--- config.mk ---
export PLATFORM = sky130hd
export DESIGN_NAME = tt_um_ay5876_moore_machine
export DESIGN_NICKNAME = d
export VERILOG_FILES = /design/src/rtl/tt_moore_pkg.sv /design/src/rtl/moore_1011_fsm.sv /design/src/rtl/tt_um_ay5876_moore_machine.sv
export SDC_FILE = /design/constraint.sdc
export NUM_CORES = 1
export LEC_CHECK = 0
export CELL_PAD_IN_SITES_DETAIL_PLACEMENT = 0
export CELL_PAD_IN_SITES_GLOBAL_PLACEMENT = 1
export CORE_MARGIN = 10
export CORE_UTILIZATION = 28
export CTS_BUF_LIST = sky130_fd_sc_hd__clkbuf_4 sky130_fd_sc_hd__clkbuf_8
export CTS_CLUSTER_SIZE = 14
export DETAILED_ROUTE_END_ITERATION = 8
export GPL_ROUTABILITY_DRIVEN = 0
export PLACE_DENSITY_LB_ADDON = 0.1
export SETUP_SLACK_MARGIN = 0.5
export SLEW_MARGIN = 0
export SYNTH_ARGS = -nofsm -noshare
export SYNTH_HDL_FRONTEND = slang
export SYNTH_SLANG_ARGS = --single-unit
--- constraint.sdc ---
create_clock -name clk -period 2.73 [get_ports clk]
set_clock_uncertainty 0.2 [all_clocks]
set_input_delay 0.273 -clock clk [delete_from_list [all_inputs] [get_ports clk]]
set_output_delay 0.273 -clock clk [all_outputs]
set_load 0.01 [all_outputs]
--- src/rtl/tt_moore_pkg.sv ---
// Shared types and constants for the 1011 Moore sequence detector tile.
package tt_moore_pkg;

  // ui_in bit positions
  localparam int unsigned DIN     = 0;
  localparam int unsigned VALID   = 1;
  localparam int unsigned CLR     = 2;

  localparam int unsigned STATE_W = 3;
  localparam int unsigned COUNT_W = 4;

  // Each state is named for the pattern prefix matched so far.
  // S4 means a full "1011" was matched.
  typedef enum logic [STATE_W-1:0] {
    S0 = 3'd0,
    S1 = 3'd1,
    S2 = 3'd2,
    S3 = 3'd3,
    S4 = 3'd4
  } state_t;

endpackage

--- src/rtl/moore_1011_fsm.sv ---
// Moore FSM that detects the serial pattern 1011 and allows overlapping matches.
// Ports:
//   clk, rst_n : clock and asynchronous active-low reset
//   en         : when low, every register holds its value
//   clr        : synchronous clear to S0 (only acts when en is high, and wins over adv)
//   adv        : sample din on this edge
//   din        : serial data bit
//   state      : registered state code
//   detect     : registered flag, high whenever the state is S4
//   hit_c      : combinational, high when this edge enters S4 from any other state
module moore_1011_fsm
  import tt_moore_pkg::*;
(
  input  logic               clk,
  input  logic               rst_n,
  input  logic               en,
  input  logic               clr,
  input  logic               adv,
  input  logic               din,
  output logic [STATE_W-1:0] state,
  output logic               detect,
  output logic               hit_c
);

  state_t state_q;
  state_t state_d;
  logic   detect_q;

  // State register. detect is registered next to it, so no path from ui_in reaches it.
  always_ff @(posedge clk or negedge rst_n) begin
    if (!rst_n) begin
      state_q  <= S0;
      detect_q <= 1'b0;
    end else begin
      state_q  <= state_d;
      detect_q <= (state_d == S4);
    end
  end

  // Next-state logic
  always_comb begin
    state_d = state_q;
    hit_c   = 1'b0;
    if (en) begin
      if (clr) begin
        state_d = S0;
      end else begin
        unique case (state_q)
          S0: if (adv) state_d = din ? S1 : S0;
          S1: if (adv) state_d = din ? S1 : S2;
          S2: if (adv) state_d = din ? S3 : S0;
          S3: if (adv) state_d = din ? S4 : S2;
          S4: if (adv) state_d = din ? S1 : S2;
          // Codes 5..7 return to idle on any enabled edge.
          default: state_d = S0;
        endcase
      end
    end
    hit_c = (state_d == S4) && (state_q != S4);
  end

  assign state  = STATE_W'(state_q);
  assign detect = detect_q;

endmodule

--- src/rtl/tt_um_ay5876_moore_machine.sv ---
// TinyTapeout tile: serial 1011 detector with a detection counter.
// Ports:
//   clk, rst_n : clock and asynchronous active-low reset
//   ena        : tile enable; when low, the FSM and the counter hold
//   ui_in      : [0] data, [1] valid, [2] synchronous clear, [7:3] unused
//   uo_out     : [2:0] state, [3] detect, [7:4] detection count
//   uio_*      : unused; every pin is held as an input that drives 0
module tt_um_ay5876_moore_machine
  import tt_moore_pkg::*;
(
  input  logic       clk,
  input  logic       rst_n,
  input  logic       ena,
  input  logic [7:0] ui_in,
  output logic [7:0] uo_out,
  input  logic [7:0] uio_in,
  output logic [7:0] uio_out,
  output logic [7:0] uio_oe
);

  logic               clr;
  logic               adv;
  logic               hit_c;
  logic               detect;
  logic [STATE_W-1:0] state;
  logic [COUNT_W-1:0] count_q;

  // Clear takes priority over valid. ena gates both of them.
  assign clr = ena & ui_in[CLR];
  assign adv = ena & ui_in[VALID] & ~ui_in[CLR];

  moore_1011_fsm u_fsm (
    .clk    (clk),
    .rst_n  (rst_n),
    .en     (ena),
    .clr    (clr),
    .adv    (adv),
    .din    (ui_in[DIN]),
    .state  (state),
    .detect (detect),
    .hit_c  (hit_c)
  );

  // Detection counter. It wraps from 15 to 0 and does not saturate.
  always_ff @(posedge clk or negedge rst_n) begin
    if (!rst_n) begin
      count_q <= '0;
    end else if (clr) begin
      count_q <= '0;
    end else if (hit_c) begin
      count_q <= count_q + COUNT_W'(1);
    end
  end

  assign uo_out  = {count_q, detect, state};
  assign uio_out = 8'h00;
  assign uio_oe  = 8'h00;

  logic unused_ok;
  assign unused_ok = &{1'b0, uio_in, ui_in[7:3]};

endmodule

==> results of run 1 <==
-- worst reg2reg max path, cell delays in order, from the launching register on --
cell	delay, ns
dfrtp_1	0.51
nor4b_1	0.44
nor4_1	0.10
nor4_1	0.34
-- Yosys cell counts (all sizes together) --
cell type	count	share of area
nand3	2	0.015
inv	2	0.011
nand2b	1	0.0091
o41ai	1	0.013
clkbuf	1	0.0055
a21oi	5	0.036
nand3b	2	0.040
and4b	1	0.016
nor4b	3	0.038
and2	1	0.0091
o31ai	2	0.022
nor4	2	0.018
ha	1	0.018
or3	1	0.0091
o21ai	5	0.036
a31oi	2	0.018
nor2	2	0.011
conb	1	0.0055
dfrtp	8	0.29
nor2b	4	0.036
and3b	1	0.013
nand2	2	0.011
nor3b	2	0.022
a32oi	1	0.013
buf	21	0.22
nand4b	1	0.035
or4	2	0.022
-- flip-flops by register name, indices dropped and copies added, names as in the netlist --
signal,count
u_fsm.state,3
count_q,4
u_fsm.detect,1
-- metal layers --
| metal | up-vias | routed length [um] | track usage |
|---|---|---|---|
| met2 | 19 | 672 | 0.0847 |
| met5 | - | 0 | 0 |
| li1 | 263 | - | - |
| met3 | 2 | 125 | 0.0271 |
| met4 | 0 | 14 | 0.0466 |
| met1 | 239 | 714 | 0.0748 |
-- how the worst max path moves through the flow --
stage / start / end / slack (ns)
2_1_floorplan: u_fsm.state[2] / count_q[3] / 1.13
3_3_place_gp: ena / count_q[3] / 0.57
3_5_place_dp: ena / count_q[3] / 0.56
4_1_cts: u_fsm.state[0] / uo_out[0] / 0.79
5_1_grt: u_fsm.state[0] / uo_out[0] / 0.72
6_report: u_fsm.state[0] / uo_out[0] / 0.81
-- power groups by stage --
stage	sequential, mW	clock [mW]	combinational (mW)
floorplan	0.127	0	0.0541
global placement	0.132	0	0.0516
detailed placement	0.132	0	0.0511
CTS	0.130	0.0926	0.0511
global route	0.131	0.101	0.0579
finish	0.130	0.0888	0.0516
-- per-stage QoR --
step | std cells | hold WS (ns) | worst slack [ns]
floorplan | 92 | -0.223 | 1.13
global placement | 111 | 0.341 | 0.568
detailed placement | 111 | 0.345 | 0.561
CTS | 114 | 0.101 | 0.789
global route | 114 | 0.118 | 0.725
finish | 114 | 0.0998 | 0.814
-- layout make-up --
cell class              instances  area, sq um
fillers                       242         1500
multi-input cells              60          377
flip-flops and latches          8          200
repair buffers                 13          130
well taps                      28         35.0
clock buffers                   3         22.5
inverters                       2         7.51
-- logic make-up after synthesis --
| logic type | Yosys count | synth area share |
|---|---|---|
| AO/OA/AOI/OAI | 16 | 0.139 |
| adder cells (fa/ha/maj) | 1 | 0.0182 |
| buffers and inverters | 24 | 0.241 |
| flip-flops | 8 | 0.292 |
| other | 1 | 0.00547 |
| AND/OR/NAND/NOR | 27 | 0.305 |
==> results.py, run 1 <==
metrics = {
    "synth": {
        "synth_seq_cells": 8,
        "synthCells": 77,
        "yosys_warnings": 0,
        "syn_std_cell_area_sq_um": 686,
        "synthesis.area_per_instance_sq_um": 8.90,
        "yosysUniqueCellTypes": 30,
        "synth_sequential_area_ratio": 0.292,
    },
    "drt": {
        "drt_iter0_drc": 16,
        "avgRoutedWirePerCell_um": 13.4,
        "routed_wirelength_um": 1530,
        "drt_pass1_iterations": 4,
        "num_vias": 523,
        "drt_drc_violations_left": 0,
        "detail-route-antenna-nets": 0,
        "vias_per_cell": 4.59,
    },
    "placement": {
        "dpl_cell_area_sq_um": 749,
        "port_buffers": 13,
        "hpwl_um": 1210,
    },
    "sta": {
        "hold_viol_final": 0,
        "finalSetupTns_ns": 0,
        "setup_viol_count_final": 0,
        "layout_worst_path_cycle_share": 0.702,
        "rsz_0062_raised_after_global_routing": "no",
        "slew_violations": 0,
        "finalWorstPathRequiredPeriod_ns": 1.92,
        "maxClockFrequency_mhz": 522,
    },
    "global_route": {
        "globalRouteTotalUtil": 0.0624,
        "via_count_of_the_first_global_routing_pass": 535,
        "globalRoute.totalOverflow": 0,
        "grt_first_pass_wirelength_um": 2540,
        "grt_antenna_before_repair": 0,
        "grt_start_max_net_pins": 13,
    },
    "worst_setup_path": {
        "worstPathBufferInverterCount": 1,
        "path_delay_family": "buffers and inverters",
        "arrival_ns": 1.44,
        "critical_path_required_ns": 2.26,
        "reg2reg_setup_slack_ns": 1.02,
        "cp_cell_sequence": "clkdlybuf4s50_1",
        "critPathLaunchType": "flip-flop",
        "critPathMaxFanout": 12,
        "max_stage_delay_ns": 0.62,
        "reg2reg_from": "u_fsm.state[0]",
        "setup.worst_path.end_class": "output pin",
        "cell_with_the_largest_stage_delay_on_the_worst_path": "clkdlybuf4s50_1",
        "cp_num_cells": 1,
        "r2r.worst_path.cells": 3,
        "category_of_the_critical_setup_timing_path": "flip-flop to output pin",
        "regToRegEndpoint": "u_fsm.state[1]",
    },
    "clocking": {
        "cts_hold_buffers": 0,
        "cts.clk_slew.worst_paths_ns": 0.05,
        "tritoncts": "done",
        "cts_buffers": 3,
        "cts.repair.resized": 0,
        "clkLatencyLatePin_ns": 0.25,
        "cts.sinks": 8,
        "cts_root_buf": "clkbuf_4",
        "htree_num_levels": 1,
        "clockBufferDepth": 2,
        "post-cts-setup-buffer-count": 0,
    },
    "pwr": {
        "cellInternalPower_mw": 0.193,
        "power_switching_share": 0.287,
        "comb_power_share": 0.191,
        "seq_power_share": 0.481,
        "clockPowerShare": 0.328,
        "worst_ir_drop_vdd_mv": 0.131,
        "pwr_density_cell_nw_per_um2": 350,
        "leakage_nw": 0.345,
        "total_power_mw": 0.270,
        "switching_power_mw": 0.0775,
    },
    "die": {
        "rows": 17,
        "ios": 43,
        "core_area_sq_um": 2280,
        "dieWidth_um": 69.5,
        "initial_utilization": 0.301,
        "die-area_sq_um": 4830,
        "die_height_um": 69.5,
    },
    "final_layout": {
        "post-route-util": 0.339,
        "finalNetCount": 108,
        "mostFrequentLayoutCells": "conb_1, clkdlybuf4s50_1, dfrtp_1, a21oi_1, o21ai_0",
        "n_antenna_cell": 0,
        "most_frequent_standard_cell_in_the_layout_excluding_fill_and_tap_cells": "conb_1",
        "post-route-cell-area_sq_um": 772,
        "syn_to_final_growth_pct": 12.6,
        "drive_gt1_frac": 0.0698,
    },
    "job": {
        "max_cap_viol_count": 0,
    },
    "run_status": {
        "status": "finished clean",
    },
    "min_path": {
        "type_of_the_worst_min_delay_path": "input pin to async pin",
    },
}
Note: power is estimated with default switching activity, not from simulation.
==> run 2: changes to the inputs <==
Settings changed: CORE_UTILIZATION 28 to 26.
Clock period 2.73 ns to 1.85 ns, I/O delays scaled along.
==> run 2 against run 1 <==
Effect of this change: sequential cell count unchanged; critical endpoint is now u_fsm.state[1]; critical path depth grew 3; global-route usage increased by 1.3 points; sequential share of layout area is 6.6 points lower; utilization is 8.3 points higher; clock-buffer cell count up 1; worst setup slack worse by 0.53 ns; largest cell class unchanged; clock power grew 82%.
==> results.py, run 2 (synthesis results as in run 1) <==
metrics = {
    "die": {
        "dieWidth_um": 71.4,
        "core_area_sq_um": 2500,
        "ios": 43,
        "initial_utilization": 0.274,
        "die_height_um": 71.4,
        "die-area_sq_um": 5090,
        "rows": 18,
    },
    "drt": {
        "drt_pass1_iterations": 4,
        "num_vias": 610,
        "drt_drc_violations_left": 0,
        "detail-route-antenna-nets": 0,
        "vias_per_cell": 4.42,
        "avgRoutedWirePerCell_um": 14.4,
        "drt_iter0_drc": 10,
        "routed_wirelength_um": 1990,
    },
    "placement": {
        "dp_cells": 120,
        "port_buffers": 13,
        "hpwl_um": 1370,
    },
    "job": {
        "max_cap_viol_count": 0,
    },
    "pwr": {
        "total_power_mw": 0.483,
        "worst_ir_drop_vdd_mv": 0.284,
        "switching_power_mw": 0.141,
        "power_switching_share": 0.293,
        "clockPowerShare": 0.335,
        "cellInternalPower_mw": 0.342,
        "pwr_density_cell_nw_per_um2": 457,
        "leakage_nw": 0.515,
        "comb_power_share": 0.287,
        "seq_power_share": 0.378,
    },
    "sta": {
        "finalSetupTns_ns": 0,
        "setup_viol_count_final": 0,
        "finalWorstPathRequiredPeriod_ns": 1.57,
        "fin_worst_hold_slack_ns": 0.0108,
        "maxClockFrequency_mhz": 638,
        "hold_viol_final": 0,
        "rsz_0062_raised_after_global_routing": "yes",
        "layout_worst_path_cycle_share": 0.847,
        "slew_violations": 0,
    },
    "final_layout": {
        "drive_gt1_frac": 0.407,
        "largest_register_ff_count": 4,
        "max_flop_register": "count_q",
        "final_cells": 138,
        "n_antenna_cell": 0,
        "post-route-util": 0.422,
        "mostFrequentLayoutCells": "conb_1, buf_4, dlygate4sd2_1, buf_6, dfrtp_1",
        "most_frequent_standard_cell_in_the_layout_excluding_fill_and_tap_cells": "conb_1",
        "finalNetCount": 129,
        "syn_to_final_growth_pct": 54.0,
    },
    "global_route": {
        "grt_first_pass_wirelength_um": 3160,
        "globalRouteTotalUtil": 0.0751,
        "grt_antenna_before_repair": 0,
        "via_count_of_the_first_global_routing_pass": 630,
        "globalRoute.totalOverflow": 0,
        "grt_start_max_net_pins": 10,
    },
    "run_status": {
        "status": "finished clean",
    },
    "worst_setup_path": {
        "critical_path_required_ns": 1.78,
        "worstPathBufferInverterCount": 1,
        "crit_top_cell": "nor4_1",
        "category_of_the_critical_setup_timing_path": "flip-flop to flip-flop",
        "arrival_ns": 1.49,
        "setup.worst_path.end_class": "flip-flop",
        "cell_with_the_largest_stage_delay_on_the_worst_path": "dfrtp_2",
        "path_delay_family": "simple AND/OR/NAND/NOR gates",
        "cp_num_cells": 4,
        "r2r.worst_path.cells": 4,
        "max_stage_delay_ns": 0.40,
        "cp_cell_sequence": "buf_6, nor4b_4, nor4_1, nor4_1",
        "critPathLaunchType": "flip-flop",
        "critPathMaxFanout": 6,
    },
    "clocking": {
        "tritoncts": "done",
        "cts_hold_buffers": 0,
        "clkLatencyLatePin_ns": 0.26,
        "htree_num_levels": 1,
        "cts_buffers": 3,
        "clockBufferDepth": 2,
        "cts.sinks": 8,
        "cts_root_buf": "clkbuf_4",
        "cts.clk_slew.worst_paths_ns": 0.06,
    },
    "min_path": {
        "type_of_the_worst_min_delay_path": "input pin to async pin",
    },
}
==> run 2: cell count changes in the layout (fill, tap and decap cells not counted), sizes merged <==
cell,before,now
clkbuf,3,4
dlymetal6s2s,0,1
clkdlybuf4s15,0,1
clkdlybuf4s50,13,1
dlygate4sd2,0,7
buf,0,24
==> run 2: through the flow <==
stage | setup WS (ns) | area [sq um]
global placement | 0.0153 | 827
detailed placement | 0.0184 | 827
floorplan | 0.331 | 773
CTS | 0.286 | 991
finish | 0.284 | 1060
global route | 0.231 | 1060
==> run 2: path summary, 6_finish.rpt <==
kind | slack, ns | endpoint | start
max in group asynchronous | 1.14 | u_fsm.state[0] | rst_n
worst min-delay path | 0.01 | u_fsm.detect | rst_n
worst max register to register | 0.28 | u_fsm.state[1] | u_fsm.state[1]
worst min register to register | 0.38 | count_q[3] | count_q[3]
min in group clk | 0.33 | u_fsm.state[0] | ena
worst max-delay path | 0.28 | u_fsm.state[1] | u_fsm.state[1]
==> run 2: per-layer routing <==
layer	track usage	share of wire	vias up	wire (um)
met3	0.0138	0.034	2	67
met5	0	0	-	0
li1	-	-	304	-
met1	0.0864	0.43	287	855
met4	0.0516	0.015	0	29
met2	0.123	0.52	17	1030
==> run 2: what timing repair did <==
item / 4_1_cts / 5_1_grt
setup buffers: 13 / 1
setup endpoints to repair: 16 / 12
pin swaps: 12 / 4
resized for setup: 35 / 13
endpoints found under the hold margin: 0 / 0
==> run 2: layout make-up <==
type                            instances  area (sq um)
Clock buffer                            4          30.0
Fill cell                             268          1440
Inverter                                2          7.51
Multi-Input combinational cell         60           462
Sequential cell                         8           204
Tap cell                               30          37.5
Timing Repair Buffer                   34           315
==> run 2: power groups by stage <==
stage / logic, mW / clock network [mW] / registers [mW]
floorplan: 0.0847 / 0 / 0.187
global placement: 0.0870 / 0 / 0.197
detailed placement: 0.0871 / 0 / 0.196
CTS: 0.130 / 0.168 / 0.183
global route: 0.151 / 0.180 / 0.183
finish: 0.139 / 0.162 / 0.183
==> run 3: changes to the inputs <==
Settings changed: CORE_UTILIZATION 26 to 23.
Clock period 1.85 ns to 1.3 ns, I/O delays scaled along.
==> run 3 against run 2 <==
Effect of this change: the run now ends with negative hold slack, negative setup slack left; final cell count is 4.3% higher; sequential cell count is the same; worst setup slack worse by 0.51 ns; critical path type unchanged; clock power is 46% higher; clock-buffer cell count unchanged; design area up 3.1%.
==> results.py, run 3 (synthesis results as in run 1) <==
metrics = {
    "pwr": {
        "cellInternalPower_mw": 0.481,
        "worst_ir_drop_vdd_mv": 0.217,
        "switching_power_mw": 0.207,
        "leakage_nw": 0.517,
        "clockPowerShare": 0.345,
        "total_power_mw": 0.688,
        "pwr_density_cell_nw_per_um2": 632,
        "power_switching_share": 0.301,
        "seq_power_share": 0.385,
        "comb_power_share": 0.270,
    },
    "final_layout": {
        "syn_to_final_growth_pct": 58.8,
        "n_antenna_cell": 0,
        "post-route-cell-area_sq_um": 1090,
        "drive_gt1_frac": 0.478,
        "max_flop_register": "count_q",
        "final_cells": 144,
        "post-route-util": 0.388,
        "most_frequent_standard_cell_in_the_layout_excluding_fill_and_tap_cells": "buf_4",
        "final.fill_count": 292,
        "largest_register_ff_count": 4,
        "mostFrequentLayoutCells": "buf_4, conb_1, buf_6, dfrtp_1",
        "finalNetCount": 134,
    },
    "run_status": {
        "violated_checks": "negative hold slack, negative setup slack",
        "status": "finished with violations",
    },
    "placement": {
        "dp_cells": 131,
        "port_buffers": 13,
        "hpwl_um": 1530,
        "placement.setup.worst_slack_ns": -0.462,
        "dpl_cell_area_sq_um": 911,
    },
    "die": {
        "dieWidth_um": 74.6,
        "rows": 19,
        "core_area_sq_um": 2810,
        "die-area_sq_um": 5570,
        "ios": 43,
        "die_height_um": 74.6,
        "initial_utilization": 0.244,
    },
    "worst_setup_path": {
        "category_of_the_critical_setup_timing_path": "flip-flop to flip-flop",
        "arrival_ns": 1.51,
        "critPathMaxFanout": 6,
        "cp_cell_sequence": "buf_6, nand3b_4, or4_4, a21oi_2",
        "max_stage_delay_ns": 0.46,
        "setup.worst_path.end_class": "flip-flop",
        "critPathLaunchType": "flip-flop",
        "critical_path_required_ns": 1.29,
        "cell_with_the_largest_stage_delay_on_the_worst_path": "dfrtp_2",
        "r2r.worst_path.cells": 4,
        "reg2reg_from": "u_fsm.state[0]",
        "regToRegEndpoint": "count_q[3]",
        "reg2reg_setup_slack_ns": -0.22,
    },
    "clocking": {
        "clkLatencyLatePin_ns": 0.27,
        "cts_root_buf": "clkbuf_4",
        "clockBufferDepth": 2,
        "cts.sinks": 8,
        "tritoncts": "done",
        "htree_num_levels": 1,
        "cts_buffers": 3,
        "cts.clk_slew.worst_paths_ns": 0.06,
    },
    "drt": {
        "drt_pass1_iterations": 6,
        "drt-met1-wl_um": 907,
        "num_vias": 658,
        "detail-route-antenna-nets": 0,
        "avgRoutedWirePerCell_um": 14.2,
        "drt_drc_violations_left": 0,
        "dr_wl_met2_um": 931,
        "vias_per_cell": 4.57,
        "met3_length_um": 151,
        "uppermost_layer_routed": "met4",
        "routed_wirelength_um": 2040,
        "drt_iter0_drc": 29,
    },
    "global_route": {
        "grt_start_max_net_pins": 9,
        "grt_first_pass_wirelength_um": 3200,
        "grt_antenna_before_repair": 0,
        "globalRoute.totalOverflow": 0,
        "via_count_of_the_first_global_routing_pass": 686,
        "globalRouteTotalUtil": 0.0738,
    },
    "sta": {
        "maxClockFrequency_mhz": 656,
        "finalSetupTns_ns": -1.35,
        "hold_viol_final": 8,
        "slew_violations": 0,
        "finalWorstPathRequiredPeriod_ns": 1.52,
        "layout_worst_path_cycle_share": 1.17,
        "fin_ws_ns": -0.224,
        "setup_viol_count_final": 10,
        "rsz_0062_raised_after_global_routing": "yes",
        "fin_worst_hold_slack_ns": -0.0549,
    },
    "job": {
        "max_cap_viol_count": 0,
    },
    "min_path": {
        "type_of_the_worst_min_delay_path": "input pin to async pin",
    },
}
run 3: changes by cell type in the layout (fill, tap and decap cells not counted), sizes merged:
cell,previous run,this run
clkdlybuf4s50,1,2
dlygate4sd2,7,4
clkdlybuf4s15,1,0
buf,24,33
dlymetal6s2s,1,0
run 3: what timing repair did:
item                                    in CTS  in global routing
resized for setup                           51                 11
pin swaps                                   10                  3
setup buffers                                7                  2
endpoints found under the setup margin      16                 16
endpoints found under the hold margin        8                  8
run 3: worst max-delay path by stage:
stage	from	end	slack, ns	depth (start not counted)
after floorplan	count_q[0]	count_q[2]	-0.22	4
after global placement	ui_in[2]	u_fsm.state[1]	-0.50	5
after detailed placement	ui_in[1]	count_q[3]	-0.46	4
after CTS	u_fsm.state[0]	count_q[3]	-0.21	4
after global routing	u_fsm.state[0]	count_q[3]	-0.29	4
final	u_fsm.state[0]	count_q[3]	-0.22	4
run 3: worst max-delay path: cells and delay by family (launching register included):
| family | cells | cell delay, ns |
|---|---|---|
| flip-flops | 1 | 0.46 |
| AO/OA/AOI/OAI | 1 | 0.13 |
| buffers and inverters | 1 | 0.13 |
| AND/OR/NAND/NOR | 2 | 0.53 |
run 3: final cells by class:
cell class / count / area, sq um / area share
multi-input cells: 60 / 458 / 0.421
repair buffers: 39 / 350 / 0.322
flip-flops and latches: 8 / 204 / 0.187
well taps: 31 / 38.8 / 0.0356
clock buffers: 4 / 30.0 / 0.0276
inverters: 2 / 7.51 / 0.00690
run 3: power by group through the flow:
stage                     registers (mW)  logic (mW)  clock network, mW
after CTS                          0.264       0.175              0.242
after global routing               0.266       0.204              0.256
after detailed placement           0.273       0.150                  0
after global placement             0.273       0.150                  0
after floorplan                    0.267       0.124                  0
final                              0.265       0.186              0.237
run 3: metal layers:
| metal | track usage | up-vias |
|---|---|---|
| met4 | 0.0504 | 0 |
| li1 | - | 315 |
| met5 | 0 | - |
| met1 | 0.0847 | 311 |
| met3 | 0.0186 | 5 |
| met2 | 0.118 | 27 |
